===== src/rtl/asin_pkg.sv =====
// asin_pkg: shared FSM encoding and fixed sizes for the arcsine search
package asin_pkg;
  typedef enum logic [2:0] {IDLE, LOAD, READ, CMP, DONE} state_t;
  localparam int ITERS = 9;
  localparam int DEPTH = 257;
  localparam logic [7:0] MID = 8'd128;
endpackage


===== src/rtl/asin_search_if.sv =====
// asin_search_if: request/result handshake between a client and asin_search
interface asin_search_if;
  logic       start;
  logic [7:0] y_in;
  logic       busy;
  logic       done;
  logic [9:0] x_out;
  modport master (output start, y_in, input busy, done, x_out);
  modport slave (input start, y_in, output busy, done, x_out);
endinterface


===== src/rtl/sine_quarter_rom.sv =====
// sine_quarter_rom: first-quarter sine magnitudes q[k] = round(127*sin(2*pi*k/1024)), registered read
module sine_quarter_rom
  import asin_pkg::*;
(
  input  logic       clk,
  input  logic [8:0] addr,
  output logic [6:0] data
);
  function automatic logic [6:0] q_of(int k);
    real r;
    r = 127.0 * $sin(2.0 * 3.14159265358979 * k / 1024.0);
    return 7'($rtoi(r + 0.5));
  endfunction
  logic [6:0] tbl [DEPTH];
  for (genvar i = 0; i < DEPTH; i++) begin : g_tbl
    assign tbl[i] = q_of(i);
  end
  // one-cycle read; addresses past the quarter saturate at full scale
  always_ff @(posedge clk) begin
    data <= (addr < 9'(DEPTH)) ? tbl[addr] : 7'd127;
  end
endmodule


===== src/rtl/asin_search.sv =====
// asin_search: fixed-latency binary search of the quarter sine table to recover phase from a sample
// Optional ASIN_SEARCH_SIGNED_EN maps negative samples to angles 768..1023.
module asin_search
  import asin_pkg::*;
(
  input  logic         clk,
  input  logic         rst_n,
  asin_search_if.slave bus
);
  state_t     state, state_n;
  logic       acc;
  logic [6:0] m;
  logic [8:0] lo, hi, lo_n, hi_n, mid;
  logic [9:0] sum;
  logic [3:0] cnt, cnt_n;
  logic [9:0] x;
  logic [6:0] q;
  logic [7:0] dif;
  logic       accept;
`ifdef ASIN_SEARCH_SIGNED_EN
  logic       neg;
`endif
  assign accept = (state == IDLE) && bus.start && !acc;
  assign dif = (bus.y_in >= MID) ? bus.y_in - MID : MID - bus.y_in;
  assign sum = {1'b0, lo} + {1'b0, hi};
  assign mid = sum[9:1];
  assign cnt_n = cnt + 4'd1;
  assign lo_n = (lo == hi) ? lo : ((q >= m) ? lo : mid + 9'd1);
  assign hi_n = (lo == hi) ? hi : ((q >= m) ? mid : hi);
  assign bus.x_out = x;
  sine_quarter_rom u_rom (.clk(clk), .addr(mid), .data(q));
  // state register
  always_ff @(posedge clk or negedge rst_n) begin
    if (!rst_n) state <= IDLE;
    else state <= state_n;
  end
  // next state: the accepted request is taken one edge later, then 9 read/compare pairs
  always_comb begin
    state_n = state;
    case (state)
      IDLE: state_n = acc ? LOAD : IDLE;
      LOAD: state_n = READ;
      READ: state_n = CMP;
      CMP:  state_n = (cnt_n < 4'(ITERS)) ? READ : DONE;
      DONE: state_n = IDLE;
      default: state_n = IDLE;
    endcase
  end
  // status outputs decoded from the current state
  always_comb begin
    bus.busy = (state == LOAD) || (state == READ) || (state == CMP);
    bus.done = (state == DONE);
  end
  // datapath: capture magnitude, narrow [lo,hi], publish the result on entry to DONE
  always_ff @(posedge clk or negedge rst_n) begin
    if (!rst_n) begin
      acc <= 1'b0;
      m <= '0;
      lo <= '0;
      hi <= '0;
      cnt <= '0;
      x <= '0;
`ifdef ASIN_SEARCH_SIGNED_EN
      neg <= 1'b0;
`endif
    end else begin
      acc <= accept;
      if (accept) m <= (dif > 8'd127) ? 7'd127 : dif[6:0];
`ifdef ASIN_SEARCH_SIGNED_EN
      if (accept) neg <= (bus.y_in < MID);
`endif
      if (state == LOAD) begin
        lo <= '0;
        hi <= 9'(DEPTH - 1);
        cnt <= '0;
      end
      if (state == CMP) begin
        lo <= lo_n;
        hi <= hi_n;
        cnt <= cnt_n;
      end
`ifdef ASIN_SEARCH_SIGNED_EN
      if (state == CMP && state_n == DONE) x <= neg ? 10'd0 - {1'b0, lo_n} : {1'b0, lo_n};
`else
      if (state == CMP && state_n == DONE) x <= {1'b0, lo_n};
`endif
    end
  end
endmodule


===== src/flat_wrapper.sv =====
// flat-port wrapper written by rule: the top's interface ports become plain ports
module asin_search_flat import asin_pkg::*;
  (clk, rst_n, bus_start, bus_y_in, bus_busy, bus_done, bus_x_out);
  asin_search_if bus_i ();
  input  logic clk;
  input  logic rst_n;
  input wire logic [$bits(bus_i.start)-1:0] bus_start;
  input wire logic [$bits(bus_i.y_in)-1:0] bus_y_in;
  output wire logic [$bits(bus_i.busy)-1:0] bus_busy;
  output wire logic [$bits(bus_i.done)-1:0] bus_done;
  output wire logic [$bits(bus_i.x_out)-1:0] bus_x_out;
  assign bus_i.start = bus_start;
  assign bus_i.y_in = bus_y_in;
  assign bus_busy = bus_i.busy;
  assign bus_done = bus_i.done;
  assign bus_x_out = bus_i.x_out;
  asin_search u_core (.clk(clk), .rst_n(rst_n), .bus(bus_i));
endmodule

===== config.mk =====
export PLATFORM = sky130hd
export DESIGN_NAME = asin_search_flat
export DESIGN_NICKNAME = d
export VERILOG_FILES = /design/src/rtl/asin_pkg.sv /design/src/rtl/asin_search_if.sv /design/src/rtl/sine_quarter_rom.sv /design/src/rtl/asin_search.sv /design/src/flat_wrapper.sv
export SDC_FILE = /design/constraint.sdc
export NUM_CORES = 1
export LEC_CHECK = 0
export ABC_AREA = 1
export BUFFER_PORTS_ARGS = -buffer_cell sky130_fd_sc_hd__buf_2
export CAP_MARGIN = 20
export CORE_MARGIN = 3
export CORE_UTILIZATION = 35
export CTS_BUF_LIST = sky130_fd_sc_hd__clkbuf_2
export DETAILED_ROUTE_END_ITERATION = 10
export PLACE_DENSITY = 0.48
export SLEW_MARGIN = 20
export SYNTH_ARGS = -nofsm -noshare
export SYNTH_HDL_FRONTEND = slang
export SYNTH_SLANG_ARGS = --single-unit

===== constraint.sdc =====
create_clock -name clk -period 2.65 [get_ports clk]
set_clock_uncertainty 0.15 [all_clocks]
set_input_delay 0 -clock clk [delete_from_list [all_inputs] [get_ports clk]]
set_output_delay 0 -clock clk [all_outputs]
set_load 0.02 [all_outputs]

**After elaboration in Yosys (flattened, before gate mapping)**

Memories as Yosys holds them, arrays and structs flattened. A register that Yosys moved wholly into a read port is not among the register bits.
Index checks and enable logic that the tools add are counted.

- Flip-flop bits (word level): 42
- Memory bits (read-only): 3584
- Input port bits: 11
- Output and inout bits: 12
- Word-level logic and storage cells: 52
- Memories kept: 1

- Add/subtract/negate cells: 5
- Magnitude comparators: 5
- Equality and inequality tests: 8
- Multiplexer cells: 15
- Bitwise logic cells: 1
- Reductions and logical operators: 10

Memory list:

| memory | words | bits a word | read ports | clocked after memory_dff | write ports | line | text |
|---|---|---|---|---|---|---|---|
| (no name shown) | 512 | 7 | 1 | 1 | 0 | sine_quarter_rom.sv:20 | `data <= (addr < 9'(DEPTH)) ? tbl[addr] : 7'd127;` |

Operator list:

| kind | number |
|---|---|
| 9-bit 2-to-1 mux | 8 |
| 3-bit one-hot mux with 4 select lines | 1 |
| 9-bit by 9-bit adder with 10-bit output | 1 |
| 9-bit NOT with 10-bit output | 1 |
| 9-bit by 1-bit adder with 9-bit output, second input constant | 1 |
| 9-bit equality test | 1 |
| 9-bit less-than comparator, second input constant | 1 |
| 8-bit >= comparator, second input constant | 1 |
| 8-bit by 7-bit greater-than comparator with 1-bit output, second input constant | 1 |
| 4-bit 2-to-1 mux | 2 |
| 8-bit 2-to-1 mux | 1 |
| 8-bit subtractor, first input constant | 1 |
| 8-bit subtractor, second input constant | 1 |
| 7-bit >= comparator | 1 |
| 7-bit 2-to-1 mux | 1 |
| 3-bit by 2-bit equality test with 1-bit output, second input constant | 2 |
| 3-bit equality test, second input constant | 2 |
| 4-bit by 1-bit adder with 4-bit output, second input constant | 1 |
| 4-bit less-than comparator, second input constant | 1 |
| 3-bit by 1-bit equality test with 1-bit output, second input constant | 1 |
| 1-bit logical AND | 3 |
| 3-bit zero test | 1 |
| 3-bit 2-to-1 mux | 1 |
| 3-bit AND reduction | 1 |
| other kinds (6) | 8 |

**Depth between registers and ports, before layout**

- Depth in word-level cells: 6
- Gate-level depth with buffers: 20
- Depth with buffers taken out: 18

**Hierarchy**

A second synthesis with hierarchy kept.

- Cell total of the unflattened synthesis: 645
- Area total of the unflattened synthesis: 4376.7 um2

Modules (own cells, without submodules):

| module | times used | cells each | area an instance (um2) | seq. area each (um2) |
|---|---|---|---|---|
| asin_search | 1 | 358 | 2836.5 | 1051.0 |
| sine_quarter_rom | 1 | 287 | 1540.2 | 140.1 |

**Worst setup path after synthesis**

No wires, ideal clock.

- Path type: register -> register
- From: reg u_core.hi[0]
- To: reg u_core.u_rom.data[0]
- Library setup time: 0.118 ns
- Arrival: 2.594 ns
- Required time: 2.382 ns
- Path slack: -0.212 ns
- Stages on the path, launching flop included: 18
- Buffers on the path: 0
- Clock period less this slack: 2.862 ns
- Path through: dfrtp_1 > ha_1 > fa_1 > xor2_2 > inv_2 > ha_1 > inv_1 > nand3_1 > nand3_1 > nand2_1 > nand2_1 > nand2_1 > nand2_1 > nand2_1 > nor2_1 > nand2_1 > nand2_1 > nand2_1

- Longest elaborated chain between the ends: 3
- Elaborated cells on any way between the ends: 4
- Classes of those cells: 1 x add/sub; 1 x order compare; 1 x bitwise; 1 x reduce/logical

RTL lines:

| item | line | text |
|---|---|---|
| start, declared | asin_search.sv:13 | `logic [8:0] lo, hi, lo_n, hi_n, mid;` |
| start signal, assigned | asin_search.sv:74 | `hi <= 9'(DEPTH - 1);` |
| start signal, assigned | asin_search.sv:79 | `hi <= hi_n;` |
| 9-bit by 9-bit adder with 10-bit output (*) | asin_search.sv:25 | `assign sum = {1'b0, lo} + {1'b0, hi};` |
| 9-bit less-than comparator | sine_quarter_rom.sv:20 |  |
| 1-bit zero test (no source line) | -- |  |
| end, declared | sine_quarter_rom.sv:7 | `output logic [6:0] data` |

Mark *: on every way between the ends. The rest lies on a longest branch, timed or not.
A chain may end at the register's enable or synchronous reset.

**Worst setup path after layout**

- From: reg u_core.lo[0]
- To: reg u_core.u_rom.data[1]

- Longest elaborated chain between the ends: 3
- Elaborated cells on any way between the ends: 4
- Classes of those cells: 1 x add/sub; 1 x order compare; 1 x bitwise; 1 x reduce/logical

RTL lines:

| item | line | text |
|---|---|---|
| start, declared | asin_search.sv:13 |  |
| start signal, assigned | asin_search.sv:78 | `lo <= lo_n;` |
| 9-bit by 9-bit adder with 10-bit output (*) | asin_search.sv:25 |  |
| 9-bit less-than comparator | sine_quarter_rom.sv:20 |  |
| 1-bit zero test (no source line) | -- |  |

Marked as above.

==> impl_metrics.py <==
metrics = {
    "run_status": {
        "outcome": "finished, violations left",
        "violations": "setup timing",
    },
    "clock_network": {
        "cts_root_buffer": "clkbuf_2",
        "cts_made_buffers": 5,
        "cts.sinks": 49,
        "clockBufferDepth": 2,
        "cts_tree": "yes",
        "path_clk_slew_ns": 0.26,
        "clk_latency_ns": 0.50,
        "htree_num_levels": 2,
    },
    "synth": {
        "synthDistinctLibCells": 39,
        "synth-async-reset-ratio": 0.857,
        "ys_top_cells_by_area": "dfrtp_1, nand2_1, nand3_1, ha_1, inv_1",
        "yosysTopAreaCell": "dfrtp_1",
        "synth_nets": 695,
        "yosysTopAreaCellShare": 0.247,
        "synth_area_sq_mm": 0.00425,
        "syn_avg_cell_area_sq_um": 6.50,
        "postSynthCellCount": 654,
        "ys_ff_latch": 49,
        "synth_edf_count": 0,
        "ys_seq_area_frac": 0.280,
        "yosys_warnings": 0,
        "synth-main-ff-cell": "dfrtp_1",
    },
    "drt": {
        "vias_per_cell": 5.18,
        "post_drt_wl_per_cell_microns": 15.1,
        "post-route-drc-count": 0,
        "ant_nets": 0,
        "first_pass_iters": 5,
        "first_iter_violations": 385,
        "vias": 4642,
        "drt-total-wl_mm": 13.5,
    },
    "global_routing": {
        "overflow": 0,
        "grt_use_total": 0.211,
        "grt_max_degree": 33,
        "grt_pass1_vias": 4537,
        "antenna_found_initial": 0,
        "grt_pass1_wl_mm": 22.6,
    },
    "power": {
        "power_mw": 8.04,
        "ir_worst_vdd_uv": 501,
        "power.leakage_nw": 2.81,
        "power_density_mw_per_mm2": 1470,
    },
    "finish": {
        "layout_common_cells": "nand2_1, nand3_1, buf_4",
        "syn_to_final_growth_pct": 29.0,
        "drive_above_1_share": 0.227,
        "layout_commonest_cell": "nand2_1",
        "nets": 793,
        "ff_latch_area_sq_mm": 0.00119,
        "fill_cells": 1185,
        "antenna_cells": 0,
        "multi_input_area_sq_mm": 0.00288,
    },
    "critical_path": {
        "max_stage_delay_ns": 0.45,
        "crit_type": "register to register",
        "arrival_ns": 3.01,
        "cp-start-kind": "register",
        "required_ns": 2.91,
        "path_max_fanout": 5,
        "end_kind": "register",
        "crit_slowest_cell": "dfrtp_1",
        "path_cells": "ha_2 -> fa_2 -> xor2_4 -> buf_4 -> ha_2 -> buf_4 -> inv_1 -> nand2_1 -> nand3_1 -> nand3_1 -> nand3_1 -> nand3_1 -> nand2_1 -> nand2_1 -> nand3_1",
        "cpMostUsedCell": "nand3_1",
    },
    "floorplanning": {
        "die_w_microns": 116,
        "io-pin-count": 23,
        "die_y_microns": 116,
        "start_util": 0.364,
        "core_area_sq_mm": 0.0117,
        "rows": 39,
        "die_area_sq_mm": 0.0135,
    },
    "sta": {
        "max_freq_ghz": 0.364,
        "slew_headroom": 0.635,
        "tightest_slew_ns": 0.542,
        "setup_viol": 6,
        "fin_crit_sh": 1.04,
        "worst_slack_ns": -0.0937,
        "hold_violations": 0,
        "rsz0062_at_grt": "true",
        "finalMaxSlewViolations": 0,
        "finalCriticalPeriod_ns": 2.74,
    },
    "place": {
        "port_buffers": 21,
        "dp_hpwl_mm": 10.1,
        "post-place-ws_ns": -0.121,
        "globalplace.congestion": 0.903,
    },
    "flow_run": {
        "drv_cap": 0,
    },
    "hold_path": {
        "min_path_type": "input port to asynchronous set/reset pin",
    },
}
[registers in the layout, indices dropped and copies added (netlist names)]
register,count
u_core.acc,1
u_core.m,7
u_core.bus.x_out,9
u_core.lo,9
u_core.u_rom.data,7
u_core.cnt,4
u_core.state,3
u_core.hi,9
[Yosys cell counts (2+ instances only)]
cell      instances
ha_1             29
nor4_1            2
dfrtp_1          42
clkbuf_1          2
buf_6             3
a32oi_1           3
o21ai_1          17
nand3b_1          2
nand4_1           7
a21oi_1          18
nor3_1            2
xor2_1            4
buf_2             9
nand3_1          94
nand2_1         222
dfxtp_1           7
o21ai_0          26
nor2_2            6
inv_1            51
nand2_2          10
buf_4             7
o31ai_1           2
inv_2            10
o211ai_1          7
a211oi_1          2
a22oi_1           3
nand3_2           7
a21oi_2           3
nor2_1           47
[layer usage]
metal  vias to the layer above  wire length [microns]  global-route usage
met1                      2140                   6430               0.295
met2                       123                   6220               0.333
met3                        26                    562              0.0316
met5                         -                      0                   0
met4                         0                    280              0.0712
li1                       2353                      -                   -
[area by class of cell]
| type | instances | share of cell area |
|---|---|---|
| flip-flops and latches | 49 | 0.217 |
| clock buffers | 5 | 0.00456 |
| repair buffers | 112 | 0.168 |
| well taps | 143 | 0.0326 |
| inverters | 61 | 0.0427 |
| multi-input cells | 523 | 0.525 |
| clock inverters | 3 | 0.00913 |
[stage by stage]
| stage | cells | cell area (sq um) | utilization | TNS, ns | hold slack (ns) |
|---|---|---|---|---|---|
| floorplan | 654 | 4280 | - | 0 | -0.446 |
| global placement | 856 | 4930 | 0.423 | -0.175 | 0.0572 |
| detailed placement | 856 | 4930 | 0.423 | -0.299 | 0.0526 |
| CTS | 890 | 5330 | 0.457 | -0.114 | 0.255 |
| global route | 896 | 5480 | 0.470 | -1.95 | 0.264 |
| finish | 896 | 5480 | 0.470 | -0.292 | 0.275 |
[worst max-delay path: cells and delay by family (launching register included)]
family,cells,cell delay (ns)
flip-flops,1,0.45
buffers and inverters,3,0.35
AND/OR/NAND/NOR,8,0.65
adder cells (fa/ha/maj),3,0.85
XOR/XNOR,1,0.21
[cells by family after synthesis]
| kind of cell | Yosys count | share of synthesized area |
|---|---|---|
| and+or+nand+nor | 401 | 0.412 |
| AOI/OAI and AO/OA | 86 | 0.118 |
| buffers and inverters | 82 | 0.0866 |
| DFF | 49 | 0.280 |
| adders and majority gates | 30 | 0.0901 |
| xor gates and xnor gates | 5 | 0.0121 |
| other | 1 | 0.000883 |
[final timing paths]
check,startpoint,endpoint,slack (ns),cells after the start
setup / recovery,u_core.lo[0],u_core.u_rom.data[1],-0.09,15
max in group asynchronous,rst_n,u_core.hi[1],1.62,4
min in group clk,bus_start,u_core.acc,0.29,4
hold reg to reg,u_core.acc,u_core.state[0],0.36,2
setup reg to reg,u_core.lo[0],u_core.u_rom.data[1],-0.09,15
hold / removal,rst_n,u_core.m[3],0.28,3
[where the power goes]
| group | leakage [nW] | internal (mW) | total (mW) | switching, mW |
|---|---|---|---|---|
| logic | 2.16 | 2.55 | 6.42 | 3.87 |
| registers | 0.603 | 1.03 | 1.18 | 0.155 |
| clock network | 0.0451 | 0.168 | 0.439 | 0.271 |
[timing repair]
item / 4_1_cts / 5_1_grt
resized for setup: 12 / 32
setup endpoints to repair: 8 / 24
pin swaps: 3 / 11
setup buffers: 1 / 6
hold endpoints to repair: 50 / 0
hold buffers: 25 / 0
Note: power is estimated with default switching activity, not from simulation.
